### config.mk
export PLATFORM = sky130hd
export DESIGN_NAME = range_byte_assembler_flat
export DESIGN_NICKNAME = d
export VERILOG_FILES = /design/src/rtl/range_byte_assembler_if.sv /design/src/rtl/range_byte_assembler.sv /design/src/flat_wrapper.sv
export SDC_FILE = /design/constraint.sdc
export NUM_CORES = 1
export LEC_CHECK = 0
export ABC_CLOCK_PERIOD_IN_PS = 3880
export BUFFER_PORTS_ARGS = -buffer_cell sky130_fd_sc_hd__buf_2
export CAP_MARGIN = 20
export CELL_PAD_IN_SITES_DETAIL_PLACEMENT = 0
export CELL_PAD_IN_SITES_GLOBAL_PLACEMENT = 2
export CORE_UTILIZATION = 36
export CTS_BUF_LIST = sky130_fd_sc_hd__clkbuf_8
export DETAILED_ROUTE_END_ITERATION = 12
export PLACE_DENSITY = 0.83
export SLEW_MARGIN = 40
export SYNTH_ARGS = -nofsm -noshare
export SYNTH_HDL_FRONTEND = slang
export SYNTH_SLANG_ARGS = --single-unit
### constraint.sdc
create_clock -name clock -period 3.88 [get_ports clock]
set_input_delay 0.582 -clock clock [delete_from_list [all_inputs] [get_ports clock]]
set_output_delay 0.582 -clock clock [all_outputs]
set_load 0.02 [all_outputs]
### src/rtl/range_byte_assembler_if.sv
// Byte-stream framing bus between the sample feeder and range_byte_assembler.
// The master drives bytes and frame markers; the slave returns words and range-finder controls.
interface range_byte_assembler_if #(
  parameter int WIDTH   = 16,
  parameter int COUNT_W = 8
);
  logic [7:0]         byte_in;
  logic               byte_valid;
  logic               frame_start;
  logic               frame_end;
  logic [WIDTH-1:0]   data_out;
  logic               go;
  logic               finish;
  logic [COUNT_W-1:0] word_count;
  logic               frame_error;
  logic               busy;

  modport master (
    output byte_in, byte_valid, frame_start, frame_end,
    input  data_out, go, finish, word_count, frame_error, busy
  );

  modport slave (
    input  byte_in, byte_valid, frame_start, frame_end,
    output data_out, go, finish, word_count, frame_error, busy
  );
endinterface

### src/rtl/range_byte_assembler.sv
// Frames byte samples into WIDTH-bit words (MSB byte first) and sequences go/finish
// so that each frame produces exactly one downstream range result.
module range_byte_assembler #(
  parameter int WIDTH   = 16,
  parameter int COUNT_W = 8
) (
  input  logic                   clock,
  input  logic                   reset_n,
  range_byte_assembler_if.slave  bus
);
  localparam int BYTES = WIDTH / 8;
  localparam int IDX_W = (BYTES > 1) ? $clog2(BYTES) : 1;

  typedef enum logic [1:0] {IDLE, COLLECT, FINISH, ERROR} state_t;

  state_t             state_q;
  logic [WIDTH-1:0]   data_q;
  logic [WIDTH-1:0]   shift_q;
  logic [IDX_W-1:0]   idx_q;
  logic [COUNT_W-1:0] cnt_q;
  logic               sent_q;
  logic               go_q;
  logic               finish_q;
  logic               err_q;
  logic               busy_q;

  logic               fresh_d;
  logic               absorb_d;
  logic               complete_d;
  logic               sent_base_d;
  logic               sent_d;
  logic [IDX_W-1:0]   idx_base_d;
  logic [IDX_W-1:0]   idx_d;
  logic [COUNT_W-1:0] cnt_base_d;
  logic [COUNT_W-1:0] cnt_d;
  logic [WIDTH-1:0]   shift_d;

  // A frame_start out of IDLE/ERROR absorbs its byte against a cleared context.
  always_comb begin
    fresh_d     = ((state_q == IDLE) || (state_q == ERROR)) && bus.frame_start;
    absorb_d    = fresh_d || (state_q == COLLECT);
    idx_base_d  = fresh_d ? '0 : idx_q;
    cnt_base_d  = fresh_d ? '0 : cnt_q;
    sent_base_d = fresh_d ? 1'b0 : sent_q;
    complete_d  = bus.byte_valid && (idx_base_d == IDX_W'(BYTES - 1));
    shift_d     = (shift_q << 8) | WIDTH'(bus.byte_in);

    idx_d = idx_base_d;
    if (bus.byte_valid) begin
      idx_d = complete_d ? '0 : idx_base_d + IDX_W'(1);
    end

    cnt_d = cnt_base_d;
    if (complete_d && !(&cnt_base_d)) begin
      cnt_d = cnt_base_d + COUNT_W'(1);
    end

    sent_d = sent_base_d | complete_d;
  end

  always_ff @(posedge clock or negedge reset_n) begin
    if (!reset_n) begin
      state_q  <= IDLE;
      data_q   <= '0;
      shift_q  <= '0;
      idx_q    <= '0;
      cnt_q    <= '0;
      sent_q   <= 1'b0;
      go_q     <= 1'b0;
      finish_q <= 1'b0;
      err_q    <= 1'b0;
      busy_q   <= 1'b0;
    end else begin
      go_q     <= 1'b0;
      finish_q <= 1'b0;

      if (absorb_d) begin
        if (bus.byte_valid) begin
          shift_q <= shift_d;
        end
        idx_q  <= idx_d;
        cnt_q  <= cnt_d;
        sent_q <= sent_d;
        if (complete_d) begin
          data_q <= shift_d;
          go_q   <= !sent_base_d;
        end
      end

      case (state_q)
        IDLE, ERROR: begin
          if (bus.frame_start) begin
            state_q <= COLLECT;
            err_q   <= 1'b0;
            busy_q  <= 1'b1;
          end
        end
        COLLECT: begin
          if (bus.frame_end || bus.frame_start) begin
            // frame_end wins over a simultaneous frame_start; a lone frame_start is an abort.
            if ((bus.frame_start && !bus.frame_end) || (idx_d != '0) || (cnt_d == '0)) begin
              err_q <= 1'b1;
            end
            if (sent_d) begin
              state_q  <= FINISH;
              finish_q <= 1'b1;
            end else begin
              state_q <= ERROR;
              busy_q  <= 1'b0;
            end
          end
        end
        FINISH: begin
          state_q <= err_q ? ERROR : IDLE;
          busy_q  <= 1'b0;
        end
        default: begin
          state_q <= IDLE;
          busy_q  <= 1'b0;
        end
      endcase
    end
  end

  assign bus.data_out    = data_q;
  assign bus.go          = go_q;
  assign bus.finish      = finish_q;
  assign bus.word_count  = cnt_q;
  assign bus.frame_error = err_q;
  assign bus.busy        = busy_q;
endmodule
### src/flat_wrapper.sv
// flat-port wrapper written by rule: the top's interface ports become plain ports
module range_byte_assembler_flat 
#(
  parameter int WIDTH   = 16,
  parameter int COUNT_W = 8
)
  (clock, reset_n, bus_byte_in, bus_byte_valid, bus_frame_start, bus_frame_end, bus_data_out, bus_go, bus_finish, bus_word_count, bus_frame_error, bus_busy);
  range_byte_assembler_if #(.WIDTH(WIDTH), .COUNT_W(COUNT_W)) bus_i ();
  input  logic clock;
  input  logic reset_n;
  input wire logic [$bits(bus_i.byte_in)-1:0] bus_byte_in;
  input wire logic [$bits(bus_i.byte_valid)-1:0] bus_byte_valid;
  input wire logic [$bits(bus_i.frame_start)-1:0] bus_frame_start;
  input wire logic [$bits(bus_i.frame_end)-1:0] bus_frame_end;
  output wire logic [$bits(bus_i.data_out)-1:0] bus_data_out;
  output wire logic [$bits(bus_i.go)-1:0] bus_go;
  output wire logic [$bits(bus_i.finish)-1:0] bus_finish;
  output wire logic [$bits(bus_i.word_count)-1:0] bus_word_count;
  output wire logic [$bits(bus_i.frame_error)-1:0] bus_frame_error;
  output wire logic [$bits(bus_i.busy)-1:0] bus_busy;
  assign bus_i.byte_in = bus_byte_in;
  assign bus_i.byte_valid = bus_byte_valid;
  assign bus_i.frame_start = bus_frame_start;
  assign bus_i.frame_end = bus_frame_end;
  assign bus_data_out = bus_i.data_out;
  assign bus_go = bus_i.go;
  assign bus_finish = bus_i.finish;
  assign bus_word_count = bus_i.word_count;
  assign bus_frame_error = bus_i.frame_error;
  assign bus_busy = bus_i.busy;
  range_byte_assembler #(.WIDTH(WIDTH), .COUNT_W(COUNT_W)) u_core (.clock(clock), .reset_n(reset_n), .bus(bus_i));
endmodule
==> results of run 1 <==
-- sequential cells by signal, indices dropped and copies added, names as in the netlist --
signal,flops
u_core.bus.word_count,8
u_core.bus.busy,1
u_core.bus.go,1
u_core.state_q,2
u_core.idx_q,1
u_core.bus.finish,1
u_core.bus.data_out,16
u_core.sent_q,1
u_core.shift_q,8
u_core.bus.frame_error,1
-- power breakdown --
group | internal [mW] | leakage, nW | total (mW) | switching [mW]
registers | 0.591 | 0.495 | 0.685 | 0.0934
logic | 0.341 | 0.529 | 0.835 | 0.494
clock network | 0.144 | 0.0434 | 0.293 | 0.149
total | 1.08 | 1.07 | 1.81 | 0.736
-- final cells by class --
cell class / count / area share [%]
clock inverter: 2 / 0.651
tap: 70 / 3.80
sequential: 40 / 43.4
multi-input combinational: 121 / 38.5
inverter: 6 / 0.976
clock buffer: 6 / 3.58
timing repair buffer: 41 / 9.11
-- critical path, delay by kind of cell (launching register included) --
family,cells,cell delay [ps]
AO/OA/AOI/OAI,3,740
AND/OR/NAND/NOR,4,700
flip-flops,1,380
buffers and inverters,2,250
adder cells (fa/ha/maj),2,870
-- routing by layer --
layer  up-vias  routed length, microns
met5         -                       0
met2        51                    1870
li1        718                       -
met4         0                      73
met3         8                     231
met1       715                    1980
-- cell usage in the layout, fill, tap and decap left out, types with 4 or more instances in the layout --
cell type	count
mux2_2	22
and2_1	5
a21oi_1	11
dfrtp_1	40
inv_1	6
nand4_1	4
o21ai_0	5
buf_2	39
clkbuf_8	6
nor3_1	4
nand2_1	15
nor2_1	11
ha_1	4
-- stage by stage --
step / power, mW / hold WS, ps / std cells
after CTS: 1.84 / 274 / 286
final: 1.81 / 260 / 286
after global placement: 1.53 / 465 / 278
after global routing: 1.95 / 304 / 286
after detailed placement: 1.53 / 470 / 278
after floorplan: 1.30 / 286 / 176
-- worst max path at each step --
stage	to	cells after the start	slack, ps	start
floorplan	u_core.bus.frame_error	12	1150	u_core.state_q[0]
global placement	u_core.bus.frame_error	11	930	u_core.state_q[0]
detailed placement	u_core.bus.frame_error	11	870	u_core.state_q[0]
CTS	u_core.bus.frame_error	11	850	u_core.state_q[0]
global route	u_core.bus.frame_error	11	580	u_core.state_q[0]
finish	u_core.bus.frame_error	11	840	u_core.state_q[0]
-- logic make-up after synthesis --
| logic type | after synthesis | synth area share [%] |
|---|---|---|
| AOI/OAI and AO/OA | 34 | 11.9 |
| xor gates and xnor gates | 2 | 0.891 |
| adders and majority gates | 4 | 2.54 |
| buffers and inverters | 15 | 3.94 |
| DFF | 40 | 50.9 |
| muxes | 26 | 14.8 |
| and+or+nand+nor | 55 | 15.0 |
-- synth_stat cells, types with 2 or more instances --
cell type	instances	area share, %
nor3_1	4	1.0
nor2b_1	2	0.64
and3_1	2	0.64
dfrtp_1	40	51
clkbuf_1	2	0.38
buf_2	2	0.51
buf_4	5	1.9
xnor2_1	2	0.89
nand2_1	15	2.9
nor2_1	11	2.1
nand3_1	3	0.76
ha_1	4	2.5
o21ai_0	5	1.3
mux2_1	3	1.7
and2_1	5	1.6
a21oi_1	11	2.8
mux2_2	22	13
inv_1	6	1.1
a311oi_1	2	0.89
or3_1	3	0.95
nand4_1	4	1.3
a211oi_1	2	0.76
==> flow_metrics.tcl, run 1 <==
set metrics [dict create \
    status "finished, final reports clean" \
    finalSetupViolCount 0 \
    post-route-min-period_ps 3040 \
    finalMaxSlewViolations 0 \
    yosysUniqueCellTypes 43 \
    fin_area_sq_um 2310 \
    critical_path_arrival_ps 3230 \
    synth_area_per_cell_sq_um 11.2 \
    grt_busiest_layer "met2" \
    die_height_microns 75.9 \
    wl_mm 4.15 \
    multi_input_comb_area_sq_um 888 \
    dr.first_iter.drc_count 74 \
    htreeDepth 2 \
    grt_pass1_wl_mm 7.09 \
    portBuffers 40 \
    tritoncts "built" \
    worstSkewPairLatency_ps 290 \
    start_kind "flip-flop" \
    regArea_sq_um 1000 \
    crit_path_cell_trace "inv_1, ha_1, nand2_1, buf_4, and2_1, ha_1, and4_4, nand4_4, o311ai_1, o41ai_1, o41ai_2" \
    pin_count 41 \
    antennaDiodeCount 0 \
    tns_ps 0 \
    drc 0 \
    r2r_start "u_core.state_q[0]" \
    syn-instance-count 176 \
    critPathRequiredTime_ps 4070 \
    final_util_pct 44.6 \
    ctsResizeCount 0 \
    syn_to_final_growth_pct 17.3 \
    numCtsBuffers 5 \
    use_met2_pct 24.5 \
    fmax_mhz 329 \
    clock_sinks 40 \
    post-cts-setup-buffer-count 0 \
    yosys_warnings 0 \
    grt_remaining_overflow 0 \
    power.leakage_nw 1.07 \
    synth_edf_count 0 \
    cp_common_cell "ha_1" \
    fillers 505 \
    place_hpwl_mm 2.90 \
    r2r-end "u_core.bus.frame_error" \
    ys_ff_latch 40 \
    ctsHoldBuffers 0 \
    ff2ff_setup_slack_ps 840 \
    postPlaceCellArea_sq_um 2210 \
    grt_pass1_vias 1518 \
    grt_max_degree 41 \
    start_util_pct 38.0 \
    antenna_found_initial 0 \
    ir_worst_vdd_mv 0.360 \
    worst_slew_pin_slew_ps 576 \
    dr.pass1.iters 4 \
    die_area_sq_um 5760 \
    endpoint_kind "flip-flop" \
    gr-usage-all-layers_pct 15.5 \
    viasPerCell 5.22 \
    via_count 1492 \
    hold_class "input port to asynchronous set/reset pin" \
    crit_slowest_cell "ha_1" \
    critPathKind "flip-flop to flip-flop" \
    antenna_left 0 \
    cp_max_fo 18 \
    final_nets 232 \
    fp.coreArea_sq_um 5170 \
    cts.clk_slew.worst_paths_ps 80 \
    fin_crit_sh_pct 78.3 \
    clock_skew_ps 5.93 \
    cts_buffer_depth 2 \
    rsz0062_at_grt "no" \
    num_rows 26 \
    drive_gt1_share_pct 35.6 \
    synthArstFlopShare_pct 100 \
    synthesis.nets 193 \
    fin_ws_ps 844 \
    avgRoutedWirePerCell_microns 14.5 \
    slew_headroom_pct 61.6 \
    use_met3_pct 3.49 \
    crit_path_max_incr_delay_ps 520 \
    globalplace.congestion 0.765 \
    p_per_area_nw_per_um2 786 \
    r2r_cells 11 \
    synth_area_sq_um 1970 \
    ys_seq_area_share_pct 50.9 \
    preCtsSetupSlack_ps 869 \
    die_w_microns 75.9 \
    grt_use_met1_pct 20.5 \
    ys.flop_type "dfrtp_1" \
    drv_cap 0 \
    clockRootBuffer "clkbuf_8" \
    finalHoldViolations 0 \
]
(Power assumes the default switching activity.)
==> run 2: changes to the inputs <==
- ABC_CLOCK_PERIOD_IN_PS: 3880 -> 3000
- clock period: 3.88 -> 3 ns (I/O delays scaled with it)
==> flow_metrics.tcl, run 2 (synthesis gave the netlist of run 1 again) <==
set metrics [dict create \
    swShare_pct 41.1 \
    drive_gt1_share_pct 35.5 \
    numCtsBuffers 5 \
    rsz0062_at_grt "no" \
    tns_ps 0 \
    via_count 1479 \
    p_comb_share_pct 46.8 \
    finalMaxSlewViolations 0 \
    cts_buffer_depth 2 \
    hold_class "input port to asynchronous set/reset pin" \
    ctsHoldBuffers 0 \
    clock_skew_ps 4.73 \
    ctsResizeCount 0 \
    antenna_left 0 \
    cts.clk_slew.worst_paths_ps 80 \
    wl_mm 4.14 \
    avgRoutedWirePerCell_microns 14.4 \
    worstSkewPairLatency_ps 290 \
    clock_sinks 40 \
    cp_max_fo 14 \
    grt_pass1_vias 1450 \
    die_height_microns 75.9 \
    layout_commonest_cell "dfrtp_1" \
    ir_worst_vdd_mv 0.435 \
    globalplace.congestion 0.835 \
    critPathRequiredTime_ps 3190 \
    start_util_pct 38.0 \
    crit_slowest_cell "dfrtp_1" \
    post-cts-setup-buffer-count 0 \
    drv_cap 0 \
    pin_count 41 \
    start_kind "flip-flop" \
    worst_slew_pin_slew_ps 503 \
    crit_path_cell_trace "inv_1, ha_1, nand2_1, and2_1, ha_1, buf_4, and3_1, nand4_1, mux2i_1, nor2_1, o41ai_2" \
    portBuffers 40 \
    fin_crit_sh_pct 85.7 \
    num_rows 26 \
    fp.coreArea_sq_um 5170 \
    power.internal_mw 1.37 \
    slew_headroom_pct 66.0 \
    htreeDepth 2 \
    dr.pass1.iters 4 \
    finalPower_mw 2.33 \
    p_seq_share_pct 38.0 \
    finalHoldViolations 0 \
    endpoint_kind "flip-flop" \
    die_area_sq_um 5760 \
    clockRootBuffer "clkbuf_8" \
    drc 0 \
    crit_path_max_incr_delay_ps 380 \
    grt_pass1_wl_mm 7.15 \
    largest_register_ffs 16 \
    pwr-share-clk_pct 15.2 \
    fmax_mhz 389 \
    critical_path_arrival_ps 2760 \
    final_nets 233 \
    final_cell_mix "40 x dfrtp_1, 39 x buf_2, 22 x mux2_2, 15 x nand2_1" \
    finalSetupViolCount 0 \
    die_w_microns 75.9 \
    gr-usage-all-layers_pct 15.7 \
    tritoncts "built" \
    fillers 494 \
    antennaDiodeCount 0 \
    grt_remaining_overflow 0 \
    viasPerCell 5.15 \
    dr.first_iter.drc_count 115 \
    syn_to_final_growth_pct 17.2 \
    place_hpwl_mm 2.97 \
    p_sw_mw 0.956 \
    antenna_found_initial 0 \
    crit_buf_inv 2 \
    p_per_area_nw_per_um2 1010 \
    critPathKind "flip-flop to flip-flop" \
    status "finished, final reports clean" \
    cp_top_family "simple AND/OR/NAND/NOR gates" \
    post-route-min-period_ps 2570 \
    grt_max_degree 41 \
    cp_common_cell "ha_1" \
    power.leakage_nw 1.08 \
]
## run 2: final timing paths
path,from,endpoint,slack [ps],cells after the start
min,reset_n,u_core.bus.word_count[4],120,1
max,u_core.state_q[0],u_core.bus.frame_error,430,11
min reg2reg,u_core.idx_q,u_core.idx_q,480,2
min in group clock,bus_byte_in[2],u_core.bus.data_out[2],390,2
max reg2reg,u_core.state_q[0],u_core.bus.frame_error,430,11
max in group asynchronous,reset_n,u_core.bus.word_count[2],2530,1
## run 2: final cells by class
class | instances | area [sq um] | share of cell area (%)
multi-input combinational | 121 | 888 | 38.5
clock inverter | 3 | 20.0 | 0.868
inverter | 6 | 22.5 | 0.977
tap | 70 | 87.6 | 3.80
clock buffer | 5 | 68.8 | 2.98
timing repair buffer | 42 | 218 | 9.44
sequential | 40 | 1000 | 43.4
## run 2: through the flow
step | std cells | instance area [sq um] | util, % | setup slack [ps] | hold WS, ps
3_3_place_gp | 279 | 2210 | 42.8 | 471 | 464
3_5_place_dp | 279 | 2220 | 42.9 | 429 | 461
4_1_cts | 287 | 2310 | 44.6 | 413 | 140
6_report | 287 | 2310 | 44.6 | 428 | 122
5_1_grt | 287 | 2310 | 44.6 | 145 | 154
2_1_floorplan | 176 | 1970 | - | 272 | 154
## run 2: power groups by stage
stage                     logic [mW]  registers [mW]  clock network [mW]
after CTS                       1.11           0.886               0.371
after detailed placement        1.10           0.893                   0
final                           1.09           0.884               0.353
after floorplan                0.626            1.05                   0
after global placement          1.11           0.887                   0
after global routing            1.20           0.916               0.398
## run 2: per-layer routing
layer | wire length [microns] | part of all wire [%] | GRT usage, % | vias to the layer above
met5 | 0 | 0 | 0 | -
met4 | 49 | 1.2 | 5.58 | 0
met3 | 305 | 7.4 | 5.42 | 4
met2 | 1850 | 45 | 23.1 | 51
met1 | 1930 | 47 | 21.6 | 710
li1 | - | - | - | 714
==> run 3: changes to the inputs <==
- CORE_ASPECT_RATIO: unset -> 1.2
==> flow_metrics.tcl, run 3 (synthesis gave the netlist of run 1 again) <==
set metrics [dict create \
    status "finished, final reports clean" \
    antenna_found_initial 0 \
    htreeDepth 2 \
    placed_cells 272 \
    fin_cells 280 \
    grt_max_degree 41 \
    cts.clk_slew.worst_paths_ps 80 \
    fillers 515 \
    ctsHoldBuffers 0 \
    grt_pass1_wl_mm 7.50 \
    tritoncts "built" \
    pin_count 41 \
    largest_register_ffs 16 \
    viasPerCell 5.35 \
    start_kind "flip-flop" \
    fp.coreArea_sq_um 5260 \
    finalHoldViolations 0 \
    numCtsBuffers 5 \
    finalSetupViolCount 0 \
    hold_class "input port to asynchronous set/reset pin" \
    final_util_pct 44.2 \
    endpoint_kind "flip-flop" \
    syn_to_final_growth_pct 18.3 \
    worst_slew_pin_slew_ps 511 \
    place_hpwl_mm 3.02 \
    crit_path_cell_trace "inv_1, ha_1, nand2_1, and2_1, ha_1, and4_4, nand4_4, a311oi_1, nand4_1, o41ai_2" \
    finalMaxSlewViolations 0 \
    gr-usage-all-layers_pct 16.3 \
    critPathKind "flip-flop to flip-flop" \
    slew_headroom_pct 65.9 \
    dr.pass1.iters 4 \
    start_util_pct 37.4 \
    via_count 1499 \
    clock_sinks 40 \
    cts_buffer_depth 2 \
    drive_gt1_share_pct 36.2 \
    drv_cap 0 \
    power.leakage_nw 1.09 \
    rsz0062_at_grt "no" \
    post-cts-setup-buffer-count 0 \
    grt_pass1_vias 1532 \
    num_rows 29 \
    die_height_microns 83.0 \
    clock_skew_ps 8.17 \
    crit_path_max_incr_delay_ps 380 \
    critical_path_arrival_ps 2780 \
    grt_remaining_overflow 0 \
    crit_slowest_cell "dfrtp_1" \
    layout_commonest_cell "dfrtp_1" \
    wl_mm 4.27 \
    finalPower_mw 2.42 \
    fin_crit_sh_pct 85.9 \
    dr.first_iter.drc_count 92 \
    portBuffers 40 \
    globalplace.congestion 0.769 \
    critPathRequiredTime_ps 3200 \
    hold_slack_ps 121 \
    die_area_sq_um 5760 \
    antennaDiodeCount 0 \
    p_per_area_nw_per_um2 1040 \
    cp_max_fo 6 \
    antenna_left 0 \
    die_w_microns 69.5 \
    r2r_cells 10 \
    avgRoutedWirePerCell_microns 15.2 \
    post-route-min-period_ps 2580 \
    clockRootBuffer "clkbuf_8" \
    ir_worst_vdd_mv 0.537 \
    worstSkewPairLatency_ps 290 \
    final_nets 234 \
    tns_ps 0 \
    ctsResizeCount 0 \
    drc 0 \
    fmax_mhz 388 \
    cp_common_cell "ha_1" \
    final_cell_mix "40 x dfrtp_1, 39 x buf_2, 22 x mux2_2, 15 x nand2_1" \
]
==> run 3: metrics by stage <==
step / setup slack [ps] / area [sq um]
4_1_cts: 415 / 2330
3_3_place_gp: 488 / 2210
5_1_grt: 142 / 2330
2_1_floorplan: 272 / 1970
6_report: 423 / 2330
3_5_place_dp: 425 / 2210
==> run 3: final timing paths <==
kind	slack, ps	from	end
setup / recovery	420	u_core.state_q[0]	u_core.bus.frame_error
hold / removal	120	reset_n	u_core.bus.word_count[4]
setup reg to reg	420	u_core.state_q[0]	u_core.bus.frame_error
hold reg to reg	490	u_core.shift_q[3]	u_core.bus.data_out[11]
max in group asynchronous	2510	reset_n	u_core.bus.data_out[14]
min in group clock	390	bus_byte_in[2]	u_core.bus.data_out[2]
==> run 3: layout make-up <==
class | count | area (sq um) | area share [%]
clock buffer | 5 | 68.8 | 2.96
clock inverter | 3 | 42.5 | 1.83
inverter | 6 | 22.5 | 0.968
multi-input combinational | 121 | 888 | 38.2
sequential | 40 | 1000 | 43.0
tap | 62 | 77.6 | 3.34
timing repair buffer | 43 | 225 | 9.68
==> run 3: metal layers <==
metal / global-route usage (%) / routed length [microns] / up-vias
met4: 5.01 / 41 / 0
met5: 0 / 0 / -
met3: 4.61 / 227 / 4
li1: - / - / 717
met2: 26.8 / 2110 / 41
met1: 20.6 / 1880 / 737
==> run 3: where the power goes <==
| group | internal (mW) | leakage, nW | switching, mW |
|---|---|---|---|
| clock | 0.246 | 0.0541 | 0.199 |
| combinational | 0.449 | 0.540 | 0.640 |
| sequential | 0.765 | 0.495 | 0.124 |
==> run 3: worst max-delay path: cells and delay by family (launching register included) <==
family / cells / cell delay, ps
AOI/OAI and AO/OA: 2 / 580
buffers and inverters: 1 / 50
and+or+nand+nor: 5 / 890
DFF: 1 / 380
adders and majority gates: 2 / 600
